`config.mk`:
```
export PLATFORM = sky130hd
export DESIGN_NAME = jtag_ir_dr_chain
export DESIGN_NICKNAME = d
export VERILOG_FILES = /design/src/rtl/jtag_ir_dr_chain.sv
export SDC_FILE = /design/constraint.sdc
export NUM_CORES = 1
export LEC_CHECK = 0
export CAP_MARGIN = 0
export CORE_ASPECT_RATIO = 1.4
export CORE_MARGIN = 4
export CORE_UTILIZATION = 24
export DETAILED_ROUTE_END_ITERATION = 10
export DONT_BUFFER_PORTS = 1
export PLACE_DENSITY = 0.46
export SKIP_CTS_REPAIR_TIMING = 1
export SLEW_MARGIN = 0
export SYNTH_ARGS = -nofsm -noshare
export SYNTH_HDL_FRONTEND = slang
export SYNTH_SLANG_ARGS = --single-unit
```
`constraint.sdc`:
```
create_clock -name clk -period 2.14 [get_ports clk]
set_clock_uncertainty 0.15 [all_clocks]
set_input_delay 0.428 -clock clk [delete_from_list [all_inputs] [get_ports clk]]
set_output_delay 0.428 -clock clk [all_outputs]
set_load 0.05 [all_outputs]
```
`src/rtl/jtag_ir_dr_chain.sv`:
```
// jtag_ir_dr_chain: JTAG instruction register plus IDCODE / USER / BYPASS
// data registers, driven by externally decoded TAP strobes in the TCK domain.
// Optional USER data register is enabled by defining JTAG_USER_DR_EN; without
// it, code 4'h8 decodes as BYPASS and user_out / user_valid are tied to zero.
module jtag_ir_dr_chain #(
  parameter int          IR_WIDTH     = 4,
  parameter logic [31:0] IDCODE_VALUE = 32'h1000_0001,
  parameter int          USER_WIDTH   = 32
) (
  input  logic                  clk,
  input  logic                  rst,
  input  logic                  tdi,
  input  logic                  capture_ir,
  input  logic                  shift_ir,
  input  logic                  update_ir,
  input  logic                  capture_dr,
  input  logic                  shift_dr,
  input  logic                  update_dr,
  input  logic [USER_WIDTH-1:0] user_in,
  output logic                  tdo,
  output logic [IR_WIDTH-1:0]   ir_out,
  output logic [USER_WIDTH-1:0] user_out,
  output logic                  user_valid
);

  // Instruction codes, zero-extended to the IR width.
  localparam logic [IR_WIDTH-1:0] C_IDCODE     = IR_WIDTH'(4'h1);
  localparam logic [IR_WIDTH-1:0] C_IR_CAPTURE = IR_WIDTH'(2'b01);
`ifdef JTAG_USER_DR_EN
  localparam logic [IR_WIDTH-1:0] C_USER       = IR_WIDTH'(4'h8);
`endif

  logic [IR_WIDTH-1:0] r_ir_sr;
  logic [IR_WIDTH-1:0] r_ir_out;
  logic [31:0]         r_idcode_sr;
  logic                r_bypass;

  logic w_act_cap_ir;
  logic w_act_sh_ir;
  logic w_act_upd_ir;
  logic w_act_cap_dr;
  logic w_act_sh_dr;
  logic w_act_upd_dr;
  logic w_sel_idcode;
  logic w_sel_user;
  logic w_sel_bypass;

  // Strobe arbitration: only the highest-priority strobe acts on an edge.
  always_comb begin
    w_act_cap_ir = 1'b0;
    w_act_sh_ir  = 1'b0;
    w_act_upd_ir = 1'b0;
    w_act_cap_dr = 1'b0;
    w_act_sh_dr  = 1'b0;
    w_act_upd_dr = 1'b0;
    if (capture_ir) begin
      w_act_cap_ir = 1'b1;
    end else if (shift_ir) begin
      w_act_sh_ir = 1'b1;
    end else if (update_ir) begin
      w_act_upd_ir = 1'b1;
    end else if (capture_dr) begin
      w_act_cap_dr = 1'b1;
    end else if (shift_dr) begin
      w_act_sh_dr = 1'b1;
    end else if (update_dr) begin
      w_act_upd_dr = 1'b1;
    end else begin
      w_act_cap_ir = 1'b0;
    end
  end

  // DR selection follows the active instruction, never the IR shift stage.
  always_comb begin
    w_sel_idcode = (r_ir_out == C_IDCODE);
`ifdef JTAG_USER_DR_EN
    w_sel_user   = (r_ir_out == C_USER);
`else
    w_sel_user   = 1'b0;
`endif
    w_sel_bypass = ~w_sel_idcode & ~w_sel_user;
  end

  // IR shift stage: capture the fixed 01 pattern, shift right with tdi into MSB.
  always_ff @(posedge clk) begin
    if (rst) begin
      r_ir_sr <= '0;
    end else if (w_act_cap_ir) begin
      r_ir_sr <= C_IR_CAPTURE;
    end else if (w_act_sh_ir) begin
      r_ir_sr <= {tdi, r_ir_sr[IR_WIDTH-1:1]};
    end else begin
      r_ir_sr <= r_ir_sr;
    end
  end

  // Active instruction: loaded from the shift stage on update_ir.
  always_ff @(posedge clk) begin
    if (rst) begin
      r_ir_out <= C_IDCODE;
    end else if (w_act_upd_ir) begin
      r_ir_out <= r_ir_sr;
    end else begin
      r_ir_out <= r_ir_out;
    end
  end

  // IDCODE data register.
  always_ff @(posedge clk) begin
    if (rst) begin
      r_idcode_sr <= 32'h0000_0000;
    end else if (w_act_cap_dr && w_sel_idcode) begin
      r_idcode_sr <= IDCODE_VALUE;
    end else if (w_act_sh_dr && w_sel_idcode) begin
      r_idcode_sr <= {tdi, r_idcode_sr[31:1]};
    end else begin
      r_idcode_sr <= r_idcode_sr;
    end
  end

  // Single-bit BYPASS register: captures 0, passes tdi with one edge of delay.
  always_ff @(posedge clk) begin
    if (rst) begin
      r_bypass <= 1'b0;
    end else if (w_act_cap_dr && w_sel_bypass) begin
      r_bypass <= 1'b0;
    end else if (w_act_sh_dr && w_sel_bypass) begin
      r_bypass <= tdi;
    end else begin
      r_bypass <= r_bypass;
    end
  end

`ifdef JTAG_USER_DR_EN
  logic [USER_WIDTH-1:0] r_user_sr;
  logic [USER_WIDTH-1:0] r_user_out;
  logic                  r_user_valid;

  // USER data register: captures fabric value, shifts right with tdi into MSB.
  always_ff @(posedge clk) begin
    if (rst) begin
      r_user_sr <= '0;
    end else if (w_act_cap_dr && w_sel_user) begin
      r_user_sr <= user_in;
    end else if (w_act_sh_dr && w_sel_user) begin
      r_user_sr <= {tdi, r_user_sr[USER_WIDTH-1:1]};
    end else begin
      r_user_sr <= r_user_sr;
    end
  end

  // USER update: latch shifted data and raise a one-cycle valid pulse.
  always_ff @(posedge clk) begin
    if (rst) begin
      r_user_out   <= '0;
      r_user_valid <= 1'b0;
    end else if (w_act_upd_dr && w_sel_user) begin
      r_user_out   <= r_user_sr;
      r_user_valid <= 1'b1;
    end else begin
      r_user_out   <= r_user_out;
      r_user_valid <= 1'b0;
    end
  end

  assign user_out   = r_user_out;
  assign user_valid = r_user_valid;

  // Serial output mux: IR stage while shifting IR, otherwise the selected DR.
  always_comb begin
    if (shift_ir) begin
      tdo = r_ir_sr[0];
    end else if (w_sel_idcode) begin
      tdo = r_idcode_sr[0];
    end else if (w_sel_user) begin
      tdo = r_user_sr[0];
    end else begin
      tdo = r_bypass;
    end
  end
`else
  // user_in has no destination when the USER register is absent.
  logic w_unused_user_in;
  assign w_unused_user_in = ^user_in;

  assign user_out   = '0;
  assign user_valid = 1'b0;

  // Serial output mux: IR stage while shifting IR, otherwise the selected DR.
  always_comb begin
    if (shift_ir) begin
      tdo = r_ir_sr[0];
    end else if (w_sel_idcode) begin
      tdo = r_idcode_sr[0];
    end else begin
      tdo = r_bypass;
    end
  end
`endif

  assign ir_out = r_ir_out;

endmodule

```
# Word level (Yosys, flattened, before mapping)
# Cells that the tools add are included.
# op_classes
n_reduce_logical	9
eq_ne	1
n_mux	21
bitwise	1
# op_table
operator	n
$mux W29	2
$mux W1	19
$reduce_or A2 Y1	3
$eq A4 B1 Y1 const B	1
$logic_and A1 B1 Y1	4
$reduce_bool A2 Y1	2
$not A1 Y1	1
# word_totals
out_inout_bits	38
regBits	41

# Depth between registers and ports, before layout
# depth
depth_word	8
depth_mapped	5
mapped_depth_nobuf	3

# Worst setup path after synthesis
# OpenSTA, ideal clock, no wires.
# synth_timing
kind	register to output
startpoint	reg r_ir_out[0] (netlist: ir_out[0])
endpoint	out tdo
arrival_time_ps	2226
required_time_ps	1562
path_stages_with_launch	4
slack_ps	-664
cell_sequence	dfxtp_1 -> nor4b_2 -> mux2i_1 -> o21ai_0
# synth_between
elab_chain_len	3
# synth_lines
element	line_no	text
from (decl)	34	logic [IR_WIDTH-1:0] r_ir_out;
from (signal assigned)	102	r_ir_out <= r_ir_sr;
from (signal assigned)	104	r_ir_out <= r_ir_out;
$eq A4 B1 Y1	75	w_sel_idcode = (r_ir_out == C_IDCODE);
$mux W1	193	end else if (w_sel_idcode) begin
$mux W1	191	if (shift_ir) begin
to (decl)	20	output logic tdo,
# No other way between the ends.

# Worst setup path in the final report
# layout_timing
startpoint	reg r_ir_out[3] (netlist: ir_out[3])
endpoint	out tdo
# Same word-level chain as after synthesis.

==> results_dict.tcl <==
set metrics [dict create \
    worstPathArrival_ps 1540 \
    timing.hold.ws_ps 47.82 \
    crit_chain "nor4b_4 > mux2i_2 > o21ai_4 > buf_12" \
    synth_compound_area_frac 0.1422 \
    critPathKind "reg -> out" \
    nets 228 \
    syn2layout_area_growth_pct 9.071 \
    dr.first_iter.drc_count 52 \
    ir_worst_vdd_mv 0.3034 \
    synthCells 184 \
    cts_sinks 41 \
    clkPwrFrac 0.397 \
    grt_pass1_vias 1022 \
    syn_avg_cell_area_um2 9.370 \
    rsz0062_at_grt "true" \
    crit_family "simple AND/OR/NAND/NOR gates" \
    min_period_over_period 0.9882 \
    yosysWarnings 0 \
    internal_power_mw 1.177 \
    slowest_stage "nor4b_4" \
    core_mm2 0.006982 \
    power.density_mw_per_mm2 852.9 \
    yosysUniqueCellTypes 27 \
    pwr-share-comb 0.122 \
    die_area_mm2 0.008623 \
    ant_nets 0 \
    cp_data_required_time_ps 1560 \
    switching_power_uw 426.8 \
    synth_top_family_by_area "buffers and inverters" \
    cts-htree-levels 2 \
    via_per_inst 4.028 \
    fp-row-count 36 \
    drive_gt1_frac 0.1330 \
    antenna_found_initial 0 \
    hpwl_um 1929 \
    worst_slack_ps 25.23 \
    numPortBuffers 0 \
    cts_root_buffer "clkbuf_8" \
    hold_path_class "in -> reg" \
    period_minus_slack_ps 2115 \
    start_util 0.2470 \
    cp_num_buf_inv 1 \
    final-hold-violation-count 0 \
    yosysSeqAreaShare 0.4761 \
    placedCellCount 275 \
    sw_frac_of_total 0.2661 \
    routed-via-count 1140 \
    final_max_slew_viol_count 0 \
    finalSetupViolCount 0 \
    fmax_ghz 0.4729 \
    drc 0 \
    grt_max_degree 33 \
    cts-buffers-inserted 5 \
    io_pins 79 \
    cap_viol_max_count 0 \
    totalWireLength_um 2970 \
    grt_first_pass_wirelength_um 4747 \
    place_ws_ps 202.8 \
    synth-seq-cells 41 \
    cts_tree "yes" \
    clockBufferDepth 2 \
    gp_congestion 0.6417 \
    first_pass_iters 3 \
    synth_area_mm2 0.001724 \
    cp_max_fo 3 \
    outcome "complete, no violations" \
    wl_per_cell_um 10.49 \
    dieWidth_um 79.64 \
    die_y_um 108.3 \
    cp_slowest_stage_delay_ps 380 \
    leakage_nw 0.7060 \
    p_seq_frac 0.481 \
    grt_use_total 0.06980 \
    final-instance-count-excl-fill 283 \
    grt-ovfl-total 0 \
    cp-end-kind "output pin" \
    crit_path_start_kind "register" \
    synthSimpleGateAreaFrac 0.1386 \
    synthMuxAreaShare 0.04644 \
    path_clk_slew_ps 80 \
    n_antenna_cell 0 \
    clkLatencyLatePin_ps 290 \
    mostFrequentLayoutCells "dfxtp_1 (40), conb_1 (33), nand2_1 (30), o22ai_1 (26)" \
    synth_xor_area_frac 0 \
    synth-adder-area-share 0 \
    final_common_cell "dfxtp_1" \
]
stage by stage:
stage	TNS [ps]	area, um^2	util	total power, mW
6_report	0	1881	0.2694	1.604
5_1_grt	-51.69	1881	0.2694	1.667
4_1_cts	-109.2	1867	0.2674	1.625
3_5_place_dp	0	1750	0.2507	0.9817
3_3_place_gp	0	1750	0.2507	0.9822
2_1_floorplan	0	1856	-	1.020
worst register-to-register path: stages, from the launching register on:
cell     delay, ps
dfxtp_1        360
or4b_4         570
nor3_4         240
buf_12         210
o221a_2        210
registers in the layout (all words and copies together) (netlist names):
signal,cells
r_bypass,1
r_idcode_sr,32
ir_out,4
r_ir_sr,4
final timing paths:
check                                from                            to  slack (ps)  depth (start not counted)
max                ir_out[3]$_SDFFE_PP0P_                           tdo          30                          4
min                                   rst        ir_out[3]$_SDFFE_PP0P_          50                          1
max reg2reg        ir_out[1]$_SDFFE_PP0P_  r_idcode_sr[28]$_SDFFE_PP0P_         360                          4
min reg2reg  r_idcode_sr[31]$_SDFFE_PP0P_  r_idcode_sr[31]$_SDFFE_PP0P_         330                          2
power groups by stage:
stage	Combinational, mW	Sequential (mW)	Clock (mW)
floorplan	0.229	0.792	0
global placement	0.193	0.789	0
detailed placement	0.193	0.789	0
CTS	0.193	0.771	0.662
global route	0.204	0.772	0.691
finish	0.196	0.771	0.637
logic make-up (layout without fill, tap and decap cells):
family,Yosys count,count (layout)
compound gates,36,36
buf+inv,50,22
flops,41,41
mux,8,8
other cells,1,33
simple gates,48,48
synth_stat cells:
library cell,n,area (um^2)
nor2_1,5,18.77
nor4b_2,1,15.01
buf_4,33,247.7
o22ai_1,26,162.7
nor2b_1,2,12.51
conb_1,1,3.750
o31ai_1,1,7.510
buf_2,1,5.000
inv_1,5,18.77
o32ai_1,4,35.03
o21ai_0,1,5.000
dfxtp_1,41,820.8
buf_6,3,33.78
a211oi_1,1,7.510
nor3b_2,1,12.51
a21oi_1,1,5.000
buf_1,1,3.750
or4b_4,1,13.76
or3_1,1,6.260
nand3_1,1,5.000
o221a_2,2,22.52
nor3_1,4,20.02
mux2i_1,8,80.08
nand4_1,1,6.260
nor3_4,1,16.27
nand2_1,30,112.6
clkbuf_1,7,26.28
final cells by class:
class	instances	area [um^2]
tap	95	118.9
clock buffer	7	86.33
sequential	41	822.0
multi-input combinational	125	711.9
inverter	5	18.77
fill	752	5101
timing repair buffer	9	92.59
clock inverter	1	30.03
layer usage:
metal  vias up  GRT usage  share of wire
met5         -          0              0
met4         0    0.03686          0.018
met3         8    0.02583          0.098
met2        43     0.1016           0.42
met1       512    0.08905           0.46
li1        577          -              -
No activity file was read; power rests on OpenSTA's default activity.
